[src/rtl/vga_timing_gen.sv]
// vga_timing_gen: 640x480@60 raster timing from the pixel clock. Issues per-pixel
// fetch requests to a fixed-latency pixel source and realigns the returned RGB
// with delayed hsync/vsync/de so the outputs feed the TMDS stage directly.
// Build macro TEST_PATTERN_EN adds an internal 8-bar colour pattern selected by
// pattern_sel; without it pattern_sel is ignored.
module vga_timing_gen #(
  parameter int unsigned H_ACTIVE = 640,
  parameter int unsigned H_FP     = 16,
  parameter int unsigned H_SYNC   = 96,
  parameter int unsigned H_BP     = 48,
  parameter int unsigned V_ACTIVE = 480,
  parameter int unsigned V_FP     = 10,
  parameter int unsigned V_SYNC   = 2,
  parameter int unsigned V_BP     = 33,
  parameter bit          SYNC_POL = 1'b0,
  parameter int unsigned LATENCY  = 2
) (
  input  logic       clkp,
  input  logic       rst_n,
  output logic       pix_req,
  output logic [9:0] pix_x,
  output logic [9:0] pix_y,
  input  logic [7:0] pix_r,
  input  logic [7:0] pix_g,
  input  logic [7:0] pix_b,
  output logic       frame_start,
  input  logic       pattern_sel,
  output logic       hsync,
  output logic       vsync,
  output logic       de,
  output logic [7:0] r,
  output logic [7:0] g,
  output logic [7:0] b
);

  localparam logic [9:0] HLast   = 10'(H_ACTIVE + H_FP + H_SYNC + H_BP - 1);
  localparam logic [9:0] VLast   = 10'(V_ACTIVE + V_FP + V_SYNC + V_BP - 1);
  localparam logic [9:0] HAct    = 10'(H_ACTIVE);
  localparam logic [9:0] VAct    = 10'(V_ACTIVE);
  localparam logic [9:0] HsStart = 10'(H_ACTIVE + H_FP);
  localparam logic [9:0] HsEnd   = 10'(H_ACTIVE + H_FP + H_SYNC);
  localparam logic [9:0] VsStart = 10'(V_ACTIVE + V_FP);
  localparam logic [9:0] VsEnd   = 10'(V_ACTIVE + V_FP + V_SYNC);

`ifdef TEST_PATTERN_EN
  // Pipeline word: {bar index x[9:6], hs_on, vs_on, active}
  localparam int unsigned CW = 7;
`else
  // Pipeline word: {hs_on, vs_on, active}
  localparam int unsigned CW = 3;
`endif

  logic [9:0] hcnt_q, hcnt_d, vcnt_q, vcnt_d;
  logic       active, hs_on, vs_on;
  logic       req_q, fs_q, hs_a_q, vs_a_q;
  logic [9:0] x_q, y_q;
  logic [CW-1:0] a_ctrl, b_ctrl;
  logic       hsync_q, hsync_d, vsync_q, vsync_d, de_q, de_d;
  logic [7:0] r_q, r_d, g_q, g_d, b_q, b_d;

  // Counter next-state and region decode of the current raster position
  always_comb begin
    hcnt_d = hcnt_q + 10'd1;
    vcnt_d = vcnt_q;
    if (hcnt_q == HLast) begin
      hcnt_d = '0;
      vcnt_d = (vcnt_q == VLast) ? '0 : vcnt_q + 10'd1;
    end
    active = (hcnt_q < HAct) && (vcnt_q < VAct);
    hs_on  = (hcnt_q >= HsStart) && (hcnt_q < HsEnd);
    vs_on  = (vcnt_q >= VsStart) && (vcnt_q < VsEnd);
  end

  // Raster counters and stage A request registers
  always_ff @(posedge clkp) begin
    if (!rst_n) begin
      hcnt_q <= '0;
      vcnt_q <= '0;
      req_q  <= 1'b0;
      fs_q   <= 1'b0;
      hs_a_q <= 1'b0;
      vs_a_q <= 1'b0;
      x_q    <= '0;
      y_q    <= '0;
    end else begin
      hcnt_q <= hcnt_d;
      vcnt_q <= vcnt_d;
      req_q  <= active;
      fs_q   <= (hcnt_q == '0) && (vcnt_q == '0);
      hs_a_q <= hs_on;
      vs_a_q <= vs_on;
      x_q    <= active ? hcnt_q : '0;
      y_q    <= active ? vcnt_q : '0;
    end
  end

  assign pix_req     = req_q;
  assign pix_x       = x_q;
  assign pix_y       = y_q;
  assign frame_start = fs_q;

`ifdef TEST_PATTERN_EN
  assign a_ctrl = {x_q[9:6], hs_a_q, vs_a_q, req_q};
`else
  assign a_ctrl = {hs_a_q, vs_a_q, req_q};
  logic unused_pattern_sel;
  assign unused_pattern_sel = pattern_sel;
`endif

  // Delay line matching the pixel-source read latency
  if (LATENCY > 0) begin : g_dly
    logic [CW-1:0] sr_q [LATENCY];

    // Shift controls along; reset clears stale slots so no partial line escapes
    always_ff @(posedge clkp) begin
      if (!rst_n) begin
        for (int i = 0; i < int'(LATENCY); i++) sr_q[i] <= '0;
      end else begin
        sr_q[0] <= a_ctrl;
        for (int i = 1; i < int'(LATENCY); i++) sr_q[i] <= sr_q[i-1];
      end
    end

    assign b_ctrl = sr_q[LATENCY-1];
  end else begin : g_nodly
    assign b_ctrl = a_ctrl;
  end

  // Stage B: encode syncs, gate colour with de
  always_comb begin
    de_d    = b_ctrl[0];
    vsync_d = b_ctrl[1] ? SYNC_POL : ~SYNC_POL;
    hsync_d = b_ctrl[2] ? SYNC_POL : ~SYNC_POL;
    r_d     = '0;
    g_d     = '0;
    b_d     = '0;
    if (de_d) begin
`ifdef TEST_PATTERN_EN
      if (pattern_sel) begin
        case (b_ctrl[6:3])
          4'd0:    {r_d, g_d, b_d} = 24'hFFFFFF;
          4'd1:    {r_d, g_d, b_d} = 24'hFFFF00;
          4'd2:    {r_d, g_d, b_d} = 24'h00FFFF;
          4'd3:    {r_d, g_d, b_d} = 24'h00FF00;
          4'd4:    {r_d, g_d, b_d} = 24'hFF00FF;
          4'd5:    {r_d, g_d, b_d} = 24'hFF0000;
          4'd6:    {r_d, g_d, b_d} = 24'h0000FF;
          default: {r_d, g_d, b_d} = 24'h000000;
        endcase
      end else begin
        r_d = pix_r;
        g_d = pix_g;
        b_d = pix_b;
      end
`else
      r_d = pix_r;
      g_d = pix_g;
      b_d = pix_b;
`endif
    end
  end

  // Stage B output registers
  always_ff @(posedge clkp) begin
    if (!rst_n) begin
      hsync_q <= ~SYNC_POL;
      vsync_q <= ~SYNC_POL;
      de_q    <= 1'b0;
      r_q     <= '0;
      g_q     <= '0;
      b_q     <= '0;
    end else begin
      hsync_q <= hsync_d;
      vsync_q <= vsync_d;
      de_q    <= de_d;
      r_q     <= r_d;
      g_q     <= g_d;
      b_q     <= b_d;
    end
  end

  assign hsync = hsync_q;
  assign vsync = vsync_q;
  assign de    = de_q;
  assign r     = r_q;
  assign g     = g_q;
  assign b     = b_q;

endmodule

[config.mk]
export PLATFORM = sky130hd
export DESIGN_NAME = vga_timing_gen
export DESIGN_NICKNAME = d
export VERILOG_FILES = /design/src/rtl/vga_timing_gen.sv
export SDC_FILE = /design/constraint.sdc
export NUM_CORES = 1
export LEC_CHECK = 0
export BUFFER_PORTS_ARGS = -buffer_cell sky130_fd_sc_hd__buf_4
export CAP_MARGIN = 25
export CORE_ASPECT_RATIO = 1.25
export CORE_MARGIN = 2
export CORE_UTILIZATION = 46
export DETAILED_ROUTE_END_ITERATION = 12
export PLACE_DENSITY_LB_ADDON = 0.2
export SLEW_MARGIN = 5
export SYNTH_ARGS = -nofsm -noshare
export SYNTH_HDL_FRONTEND = slang
export SYNTH_SLANG_ARGS = --single-unit
[constraint.sdc]
create_clock -name clkp -period 2 [get_ports clkp]
set_input_delay 0.3 -clock clkp [delete_from_list [all_inputs] [get_ports clkp]]
set_output_delay 0.3 -clock clkp [all_outputs]
set_load 0.01 [all_outputs]
# After elaboration in Yosys (flattened, before gate mapping)
# Memory sizes are Yosys's and may differ from the RTL's.
# Cells that the tools add are included.
# totals
ff_bits	71
mem_bits_rw	6
memories	1
# mem_list
memory	depth	word_bits	read_ports	rd_clocked_by_memory_dff	wr	line_no	source
g_dly.sr_q	2	3	2	0	2	112	logic [CW-1:0] sr_q [LATENCY];
# classes
addsub	2
order_cmp	6
n_eq_ne	2
muxes	7
bitwise_logic	3
n_reduce_logical	9
# op_table
cell	n
adder 10 x 1 -> 10 bit, second input constant	2
equality test 10 bit, second input constant	2
logical NOT 10 bit	2
less-than comparator 10 bit, second input constant	2
less-than comparator 10 x 9 -> 1 bit, second input constant	2
>= comparator 10 bit, second input constant	1
>= comparator 10 x 9 -> 1 bit, second input constant	1
two-way mux 10 bit	1
two-way mux 3 bit	2
logical AND 1 bit	4
two-way mux 1 bit	4
AND reduction 2 bit	2
OR 1 bit	2
OR reduction 2 bit	1
inverter 1 bit	1

# Logic depth before layout (Yosys ltp)
# Gate-level depths: netlist (run 1).
# logic_depth
word_depth	3
mapped_depth	6

# Least setup slack after synthesis (run 1)
# Ideal clock, no wire load.
# synth_timing
kind	flip-flop to flip-flop
startpoint	reg hcnt_q[0]
endpoint	reg vcnt_q[7]
setup_ns	0.066
arrival_ns	1.994
setup_slack_ns	-0.060
stages_incl_launch_ff	7
cell_sequence	dfxtp_1 -> ha_1 -> nand4_4 -> or4_1 -> buf_2 -> or4_4 -> a21oi_2
# synth_via
elab_chain_len	1
# synth_lines
item	line_no	source
start, declared	53	logic [9:0] hcnt_q, hcnt_d, vcnt_q, vcnt_d;
start signal, assigned	86	hcnt_q <= hcnt_d;
equality test 10 bit	65	if (hcnt_q == HLast) begin
end signal, assigned	87	vcnt_q <= vcnt_d;
end, declared	53	
# No other way between the ends.
# A chain may end at the register's enable or synchronous reset.

# Worst setup path after layout (run 1)
# layout_timing
startpoint	reg hcnt_q[1]
endpoint	reg vcnt_q[7]
# Same word-level chain as after synthesis.

==> insert_results.sql, run 1 <==
INSERT INTO impl_metrics (metric_group, metric, value, unit) VALUES
('setup_path', 'startpoint_type', 'flip-flop', ''),
('setup_path', 'worst-setup-path-type', 'reg2reg', ''),
('setup_path', 'path_buf_inv', '0', ''),
('synth', 'synth-seq-area-share', '57.54', '%'),
('synth', 'total_of_flip_flops_plus_latches_after_synthesis', '77', ''),
('floorplan', 'core_region_area', '5702', 'sq um'),
('placed_design', 'port_buffers', '74', ''),
('route', 'detailedRoute.firstIterationViolations', '88', ''),
('synth', 'total_number_of_yosys_warnings', '0', ''),
('finish', 'regArea', '1541', 'sq um'),
('floorplan', 'die_height', '89.32', 'microns'),
('synth', 'synth-compound-area-share', '2.802', '%'),
('setup_path', 'worst_ep_required_time', '2.29', 'ns'),
('timing', 'setup_viol_count_final', '0', ''),
('timing', 'max_slew_margin', '60.36', '%'),
('timing', 'post-route-min-period', '1.895', 'ns'),
('clocking', 'cts_tree', 'done', ''),
('global_routing', 'grt_pass1_wl', '8321', 'microns'),
('hold_path', 'worstHoldPathType', 'in2reg', ''),
('synth', 'synth-simple-area-share', '27.79', '%'),
('timing', 'finalHoldViolCount', '0', ''),
('finish', 'multi_input_area', '1013', 'sq um'),
('timing', 'rsz_0062_raised_after_global_routing', 'no', ''),
('placed_design', 'placed_cell_area', '3336', 'sq um'),
('synth', 'synthCells', '250', ''),
('finish', 'post_layout_cell_count', '407', ''),
('route', 'post_drt_wl_per_cell', '12.72', 'microns'),
('route', 'route.antenna.remaining_nets', '0', ''),
('synth', 'combinational_family_with_the_most_area_after_synthesis', 'simple AND/OR/NAND/NOR gates', ''),
('synth', 'synth.lib_cells_used.distinct', '41', ''),
('floorplan', 'floorplan.rows', '31', ''),
('route', 'routed_wl', '5178', 'microns'),
('clocking', 'cts_root_buf', 'sky130_fd_sc_hd__clkbuf_8', ''),
('floorplan', 'design.die.area', '6454', 'sq um'),
('global_routing', 'grt_antenna_before_repair', '0', ''),
('timing', 'fin_hold_ws', '0.1809', 'ns'),
('clocking', 'cts.clk_slew.worst_paths', '0.08', 'ns'),
('setup_path', 'critical_path.cell_chain', 'ha_4, nand4_4, or4_4, or4_4, a21oi_2', ''),
('synth', 'synth_xor_xnor_area_share', '4.250', '%'),
('placed_design', 'place.detailed.instances', '391', ''),
('synth', 'post_synth_mux_area_share', '0.3737', '%'),
('timing', 'tightestPinTransition', '0.5937', 'ns'),
('finish', 'drive_above_1_share', '34.60', '%'),
('run_status', 'outcome', 'finished clean', ''),
('placed_design', 'gp_routability_congestion', '0.7847', ''),
('route', 'post-route-drc-count', '0', ''),
('setup_path', 'reg2reg_slack', '0.11', 'ns'),
('placed_design', 'dp_hpwl', '3683', 'microns'),
('route', 'drt_pre_antenna_iters', '4', ''),
('global_routing', 'grt_max_degree', '42', ''),
('finish', 'layout.filler_cells', '473', ''),
('setup_path', 'rr_worst_depth', '5', ''),
('global_routing', 'grt_pass1_vias', '1765', ''),
('setup_path', 'cp_slowest_stage_delay', '0.58', 'ns'),
('synth', 'synth_fp_nets', '281', ''),
('clocking', 'clkLatencyLatePin', '0.35', 'ns'),
('setup_path', 'cp-end-kind', 'flip-flop', ''),
('run', 'maxCapViolCount', '0', ''),
('clocking', 'cts_inserted_buffers', '9', ''),
('synth', 'synth-adder-area-share', '1.868', '%'),
('global_routing', 'gr-usage-all-layers', '17.22', '%'),
('floorplan', 'floorplan.initialDensity', '46.98', '%'),
('clocking', 'htree_levels', '3', ''),
('global_routing', 'globalRoute.totalOverflow', '0', ''),
('clocking', 'maximum_count_of_clock_buffers_along_a_single_path', '2', ''),
('finish', 'final_cell_area', '3538', 'sq um'),
('setup_path', 'r2r_start', 'hcnt_q[1]', ''),
('synth', 'synth.cell_area', '2679', 'sq um'),
('timing', 'drv_slew', '0', ''),
('pwr', 'power.density_cell_area', '808.8', 'nW/um^2'),
('timing', 'fmaxAchievable', '527.8', 'MHz');
## flip-flops by register name, indices dropped and copies added (netlist names)
register / cells
hcnt_q: 10
pix_x: 10
pix_y: 10
vcnt_q: 10
b: 8
g: 8
r: 8
g_dly.sr_q: 6
de: 1
frame_start: 1
hs_a_q: 1
hsync: 1
pix_req: 1
vs_a_q: 1
vsync: 1
## worst reg2reg max path, delay by kind of cell, from the launching register on
kind	cells	cell delay (ns)
simple gates	3	1.16
flops	1	0.39
fa+ha+maj	1	0.16
compound gates	1	0.14
## routing by layer
metal  global-route usage, %  share of wire, %
met3                   5.750               8.5
met2                   28.19                48
met5                       0                 0
met4                   9.262               2.4
met1                   19.92                41
## report_power, final
| group | total (mW) | internal (mW) | leakage [nW] | switching [mW] |
|---|---|---|---|---|
| Sequential | 1.57 | 1.55 | 0.624 | 0.0138 |
| Clock | 1.16 | 0.584 | 0.0931 | 0.573 |
| Combinational | 0.136 | 0.0769 | 0.901 | 0.0587 |
## synthesized netlist by cell type
cell type,number,area (sq um)
sky130_fd_sc_hd__or4_1,2,15.01
sky130_fd_sc_hd__clkbuf_8,1,13.76
sky130_fd_sc_hd__buf_4,1,7.510
sky130_fd_sc_hd__a21oi_1,3,15.01
sky130_fd_sc_hd__nor4b_1,1,8.760
sky130_fd_sc_hd__or4_4,1,11.26
sky130_fd_sc_hd__o31ai_1,2,15.01
sky130_fd_sc_hd__or3_2,1,7.510
sky130_fd_sc_hd__and2_2,1,7.510
sky130_fd_sc_hd__a21oi_2,1,8.760
sky130_fd_sc_hd__dfxtp_1,77,1541
sky130_fd_sc_hd__or2_2,1,6.260
sky130_fd_sc_hd__nor3_1,5,25.02
sky130_fd_sc_hd__nand2_1,12,45.04
sky130_fd_sc_hd__bufbuf_16,1,32.53
sky130_fd_sc_hd__inv_1,5,18.77
sky130_fd_sc_hd__xor2_1,3,26.28
sky130_fd_sc_hd__o21ai_0,3,15.01
sky130_fd_sc_hd__buf_6,2,22.52
sky130_fd_sc_hd__clkbuf_1,8,30.03
sky130_fd_sc_hd__nor4_1,7,43.79
sky130_fd_sc_hd__nand4b_1,2,17.52
sky130_fd_sc_hd__nand3_1,8,40.04
sky130_fd_sc_hd__or4b_2,1,10.01
sky130_fd_sc_hd__and3_1,26,162.7
sky130_fd_sc_hd__xnor2_1,10,87.58
sky130_fd_sc_hd__nand2b_1,1,6.260
sky130_fd_sc_hd__buf_2,3,15.01
sky130_fd_sc_hd__or3_1,1,6.260
sky130_fd_sc_hd__o31ai_4,1,21.27
sky130_fd_sc_hd__and2_1,28,175.2
sky130_fd_sc_hd__conb_1,1,3.750
sky130_fd_sc_hd__and3_2,1,7.510
sky130_fd_sc_hd__nand4_4,1,21.27
sky130_fd_sc_hd__nand4_1,4,25.02
sky130_fd_sc_hd__and4_1,1,8.760
sky130_fd_sc_hd__nor2_1,16,60.06
sky130_fd_sc_hd__nor2b_1,1,6.260
sky130_fd_sc_hd__nand4bb_4,1,27.53
sky130_fd_sc_hd__mux2i_1,1,10.01
sky130_fd_sc_hd__ha_1,4,50.05
## worst min path at each step
stage            end        startpoint  depth (start not counted)
6_report        r[1]          pix_r[1]                          2
5_1_grt         g[0]          pix_g[0]                          2
2_1_floorplan  hsync  g_dly.sr_q[0][5]                          1
4_1_cts         r[1]          pix_r[1]                          2
3_5_place_dp   vsync  g_dly.sr_q[0][4]                          1
3_3_place_gp   vsync  g_dly.sr_q[0][4]                          1
## cell type report
cell class                 count  share of cell area [%]
multi-input combinational    152                   28.64
clock inverter                 6                   2.016
tap                           66                   2.334
clock buffer                  10                   3.607
sequential                    77                   43.56
timing repair buffer          91                   19.31
inverter                       5                  0.5304
## what timing repair did
action,CTS,global route
setup endpoints to repair,0,2
gates resized for setup,0,1
buffers inserted,0,0
## through the flow
| stage | utilization (%) | setup WS [ns] | power, mW |
|---|---|---|---|
| floorplan | - | 0.01102 | 1.669 |
| global placement | 58.50 | 0.06504 | 1.741 |
| detailed placement | 58.50 | 0.01969 | 1.742 |
| CTS | 61.99 | 0.002514 | 2.896 |
| global route | 62.06 | 0.02777 | 2.965 |
| finish | 62.06 | 0.1052 | 2.862 |
## logic make-up (layout without fill, tap and decap cells)
kind of cell | count (synthesis) | count (layout)
flops | 77 | 77
other cells | 1 | 1
fa+ha+maj | 4 | 4
simple gates | 123 | 123
buf+inv | 21 | 112
xor+xnor | 13 | 13
mux | 1 | 1
compound gates | 10 | 10
Note: power is estimated with default switching activity, not from simulation.
==> run 2: changes to the inputs <==
--- a/config.mk
+++ b/config.mk
@@ -9,7 +9,7 @@
 export CAP_MARGIN = 25
 export CORE_ASPECT_RATIO = 1.25
 export CORE_MARGIN = 2
-export CORE_UTILIZATION = 46
+export CORE_UTILIZATION = 40
 export DETAILED_ROUTE_END_ITERATION = 12
 export PLACE_DENSITY_LB_ADDON = 0.2
 export SLEW_MARGIN = 5
==> run 2 against run 1 <==
Net effect:
- die area rose by 14%
- clock power fell by 8%
- register-to-register slack got worse by 0.02 ns
- critical endpoint unchanged
- highest routed layer unchanged
==> insert_results.sql, run 2 (synthesized netlist as in run 1, its figures left out) <==
INSERT INTO impl_metrics (metric_group, metric, value, unit) VALUES
('run_status', 'outcome', 'finished clean', ''),
('placed_design', 'gp_routability_congestion', '0.8397', ''),
('timing', 'fin_hold_ws', '0.1834', 'ns'),
('clocking', 'cts_hold_buf', '0', ''),
('pwr', 'p_total', '2.785', 'mW'),
('global_routing', 'grt_pass1_wl', '8866', 'microns'),
('finish', 'final_cell_area', '3575', 'sq um'),
('floorplan', 'die-width', '77.20', 'microns'),
('placed_design', 'place.detailed.instances', '414', ''),
('setup_path', 'crit_top_cell', 'sky130_fd_sc_hd__or4_4', ''),
('clocking', 'htree_levels', '3', ''),
('pwr', 'power.density_cell_area', '779.1', 'nW/um^2'),
('global_routing', 'gr-usage-all-layers', '15.69', '%'),
('setup_path', 'cp_slowest_stage_delay', '0.57', 'ns'),
('pwr', 'p_switching', '680.0', 'uW'),
('finish', 'layout.filler_cells', '597', ''),
('setup_path', 'cp-end-kind', 'flip-flop', ''),
('finish', 'post_layout_cell_count', '430', ''),
('timing', 'max_slew_margin', '62.04', '%'),
('clocking', 'cts_tree', 'done', ''),
('finish', 'utilization', '54.79', '%'),
('clocking', 'clock-sinks', '77', ''),
('timing', 'tightestPinTransition', '0.5686', 'ns'),
('finish', 'nNetsFinal', '369', ''),
('clocking', 'clkLatencyLatePin', '0.35', 'ns'),
('setup_path', 'critical_path.cell_chain', 'ha_4, nand4_4, or4_4, or4_4, a21oi_2', ''),
('run', 'maxCapViolCount', '0', ''),
('setup_path', 'worst_ep_required_time', '2.29', 'ns'),
('clocking', 'cts_root_buf', 'sky130_fd_sc_hd__clkbuf_8', ''),
('pwr', 'p_comb_share', '5.1', '%'),
('floorplan', 'floorplan.rows', '33', ''),
('global_routing', 'globalRoute.totalOverflow', '0', ''),
('setup_path', 'startpoint_type', 'flip-flop', ''),
('clocking', 'cts.clk_slew.worst_paths', '0.09', 'ns'),
('placed_design', 'place_worst_setup_slack', '0.02786', 'ns'),
('route', 'post-route-drc-count', '0', ''),
('finish', 'drive_above_1_share', '35.28', '%'),
('timing', 'setup_viol_count_final', '0', ''),
('route', 'drt_pre_antenna_iters', '4', ''),
('timing', 'worst_clock_skew', '0.008945', 'ns'),
('setup_path', 'worst-setup-path-type', 'reg2reg', ''),
('clocking', 'post_cts_setup_buffer_count', '0', ''),
('floorplan', 'floorplan.initialDensity', '41.06', '%'),
('finish', 'area_growth_syn_to_layout', '33.44', '%'),
('timing', 'rsz_0062_raised_after_global_routing', 'no', ''),
('global_routing', 'grt_pass1_vias', '1863', ''),
('floorplan', 'die_height', '95.50', 'microns'),
('route', 'detailedRoute.firstIterationViolations', '45', ''),
('placed_design', 'dp_hpwl', '3741', 'microns'),
('pwr', 'netSwitchingFraction', '24.42', '%'),
('finish', 'mostFrequentLayoutCell', 'sky130_fd_sc_hd__buf_4', ''),
('placed_design', 'placed_cell_area', '3390', 'sq um'),
('timing', 'final_min_period_over_clock_period', '95.52', '%'),
('hold_path', 'worstHoldPathType', 'in2reg', ''),
('placed_design', 'port_buffers', '74', ''),
('pwr', 'ir_worst_vdd', '0.3300', 'mV'),
('route', 'dr_vias_cell', '4.621', ''),
('setup_path', 'worst_path_max_delay_cell', 'sky130_fd_sc_hd__or4_4', ''),
('timing', 'fmaxAchievable', '523.5', 'MHz'),
('route', 'route.vias.total', '1987', ''),
('pwr', 'static-leakage-power', '1.627', 'nW'),
('finish', 'multi_input_area', '1013', 'sq um'),
('finish', 'layout_common_cells', 'sky130_fd_sc_hd__buf_4 (92), sky130_fd_sc_hd__dfxtp_1 (77), sky130_fd_sc_hd__and2_1 (28), sky130_fd_sc_hd__and3_1 (26), sky130_fd_sc_hd__nor2_1 (16)', ''),
('setup_path', 'worstPathArrival', '2.20', 'ns'),
('route', 'post_drt_wl_per_cell', '12.44', 'microns'),
('floorplan', 'design.die.area', '7372', 'sq um'),
('floorplan', 'ios', '76', ''),
('setup_path', 'critical_path_peak_fanout', '6', ''),
('timing', 'finalHoldViolCount', '0', ''),
('timing', 'fin_ws', '0.08960', 'ns'),
('floorplan', 'core_region_area', '6524', 'sq um'),
('global_routing', 'grt_max_degree', '42', ''),
('pwr', 'pwr-share-seq', '56.3', '%'),
('route', 'routed_wl', '5350', 'microns'),
('clocking', 'cts_inserted_buffers', '9', ''),
('pwr', 'clock_power_share', '38.6', '%'),
('clocking', 'maximum_count_of_clock_buffers_along_a_single_path', '2', ''),
('setup_path', 'critical-path-top-delay-family', 'simple AND/OR/NAND/NOR gates', ''),
('finish', 'regArea', '1541', 'sq um'),
('timing', 'drv_slew', '0', ''),
('setup_path', 'path_buf_inv', '0', ''),
('timing', 'post-route-min-period', '1.910', 'ns'),
('timing', 'finalSetupTns', '0', 'ns'),
('route', 'route.antenna.remaining_nets', '0', ''),
('finish', 'num_antenna_cells', '0', ''),
('pwr', 'intPower', '2.105', 'mW'),
('global_routing', 'grt_antenna_before_repair', '0', '');
## run 2: cell types whose count changed in the layout (fill, tap and decap cells not counted), sizes merged
cell | before | now
buf | 91 | 93
inv | 6 | 9
clkinv | 2 | 1
bufinv | 1 | 0
clkbuf | 10 | 9
## run 2: path summary, 6_finish.rpt
path / from / to / slack (ns) / cells after the start
worst max-delay path: hcnt_q[0] / vcnt_q[7] / 0.09 / 5
worst min-delay path: pix_b[5] / b[5] / 0.18 / 2
worst min register to register: g_dly.sr_q[0][4] / vsync / 0.37 / 1
worst max register to register: hcnt_q[0] / vcnt_q[7] / 0.09 / 5
## run 2: final cells by class
type | instances | area share [%]
repair buffers | 93 | 19.88
well taps | 87 | 3.045
inverters | 5 | 0.5250
clock buffers | 9 | 3.465
clock inverters | 7 | 1.610
multi-input cells | 152 | 28.35
flip-flops and latches | 77 | 43.12
## run 2: power by group through the flow
stage | clock network, mW | registers (mW) | logic (mW)
after global routing | 1.19 | 1.57 | 0.157
final | 1.07 | 1.57 | 0.143
after detailed placement | 0 | 1.60 | 0.144
after floorplan | 0 | 1.61 | 0.0586
after CTS | 1.11 | 1.57 | 0.145
after global placement | 0 | 1.60 | 0.143
## run 2: repair_timing
item | CTS | global route
endpoints found under the setup margin | 0 | 2
gates resized for setup | 0 | 1
endpoints found under the hold margin | 0 | 0
## run 2: worst reg2reg max path, stage by stage, from the launching register on
cell and delay, ns:
sky130_fd_sc_hd__dfxtp_1 0.39, sky130_fd_sc_hd__ha_4 0.17, sky130_fd_sc_hd__nand4_4 0.08, sky130_fd_sc_hd__or4_4 0.57
sky130_fd_sc_hd__or4_4 0.50, sky130_fd_sc_hd__a21oi_2 0.13
## run 2: routing by layer
| layer | track usage [%] | part of all wire, % | up-vias |
|---|---|---|---|
| met2 | 26.16 | 48 | 70 |
| met3 | 3.883 | 7.3 | 8 |
| met4 | 10.27 | 2.1 | 0 |
| li1 | - | - | 1015 |
| met1 | 17.97 | 43 | 894 |
| met5 | 0 | 0 | - |
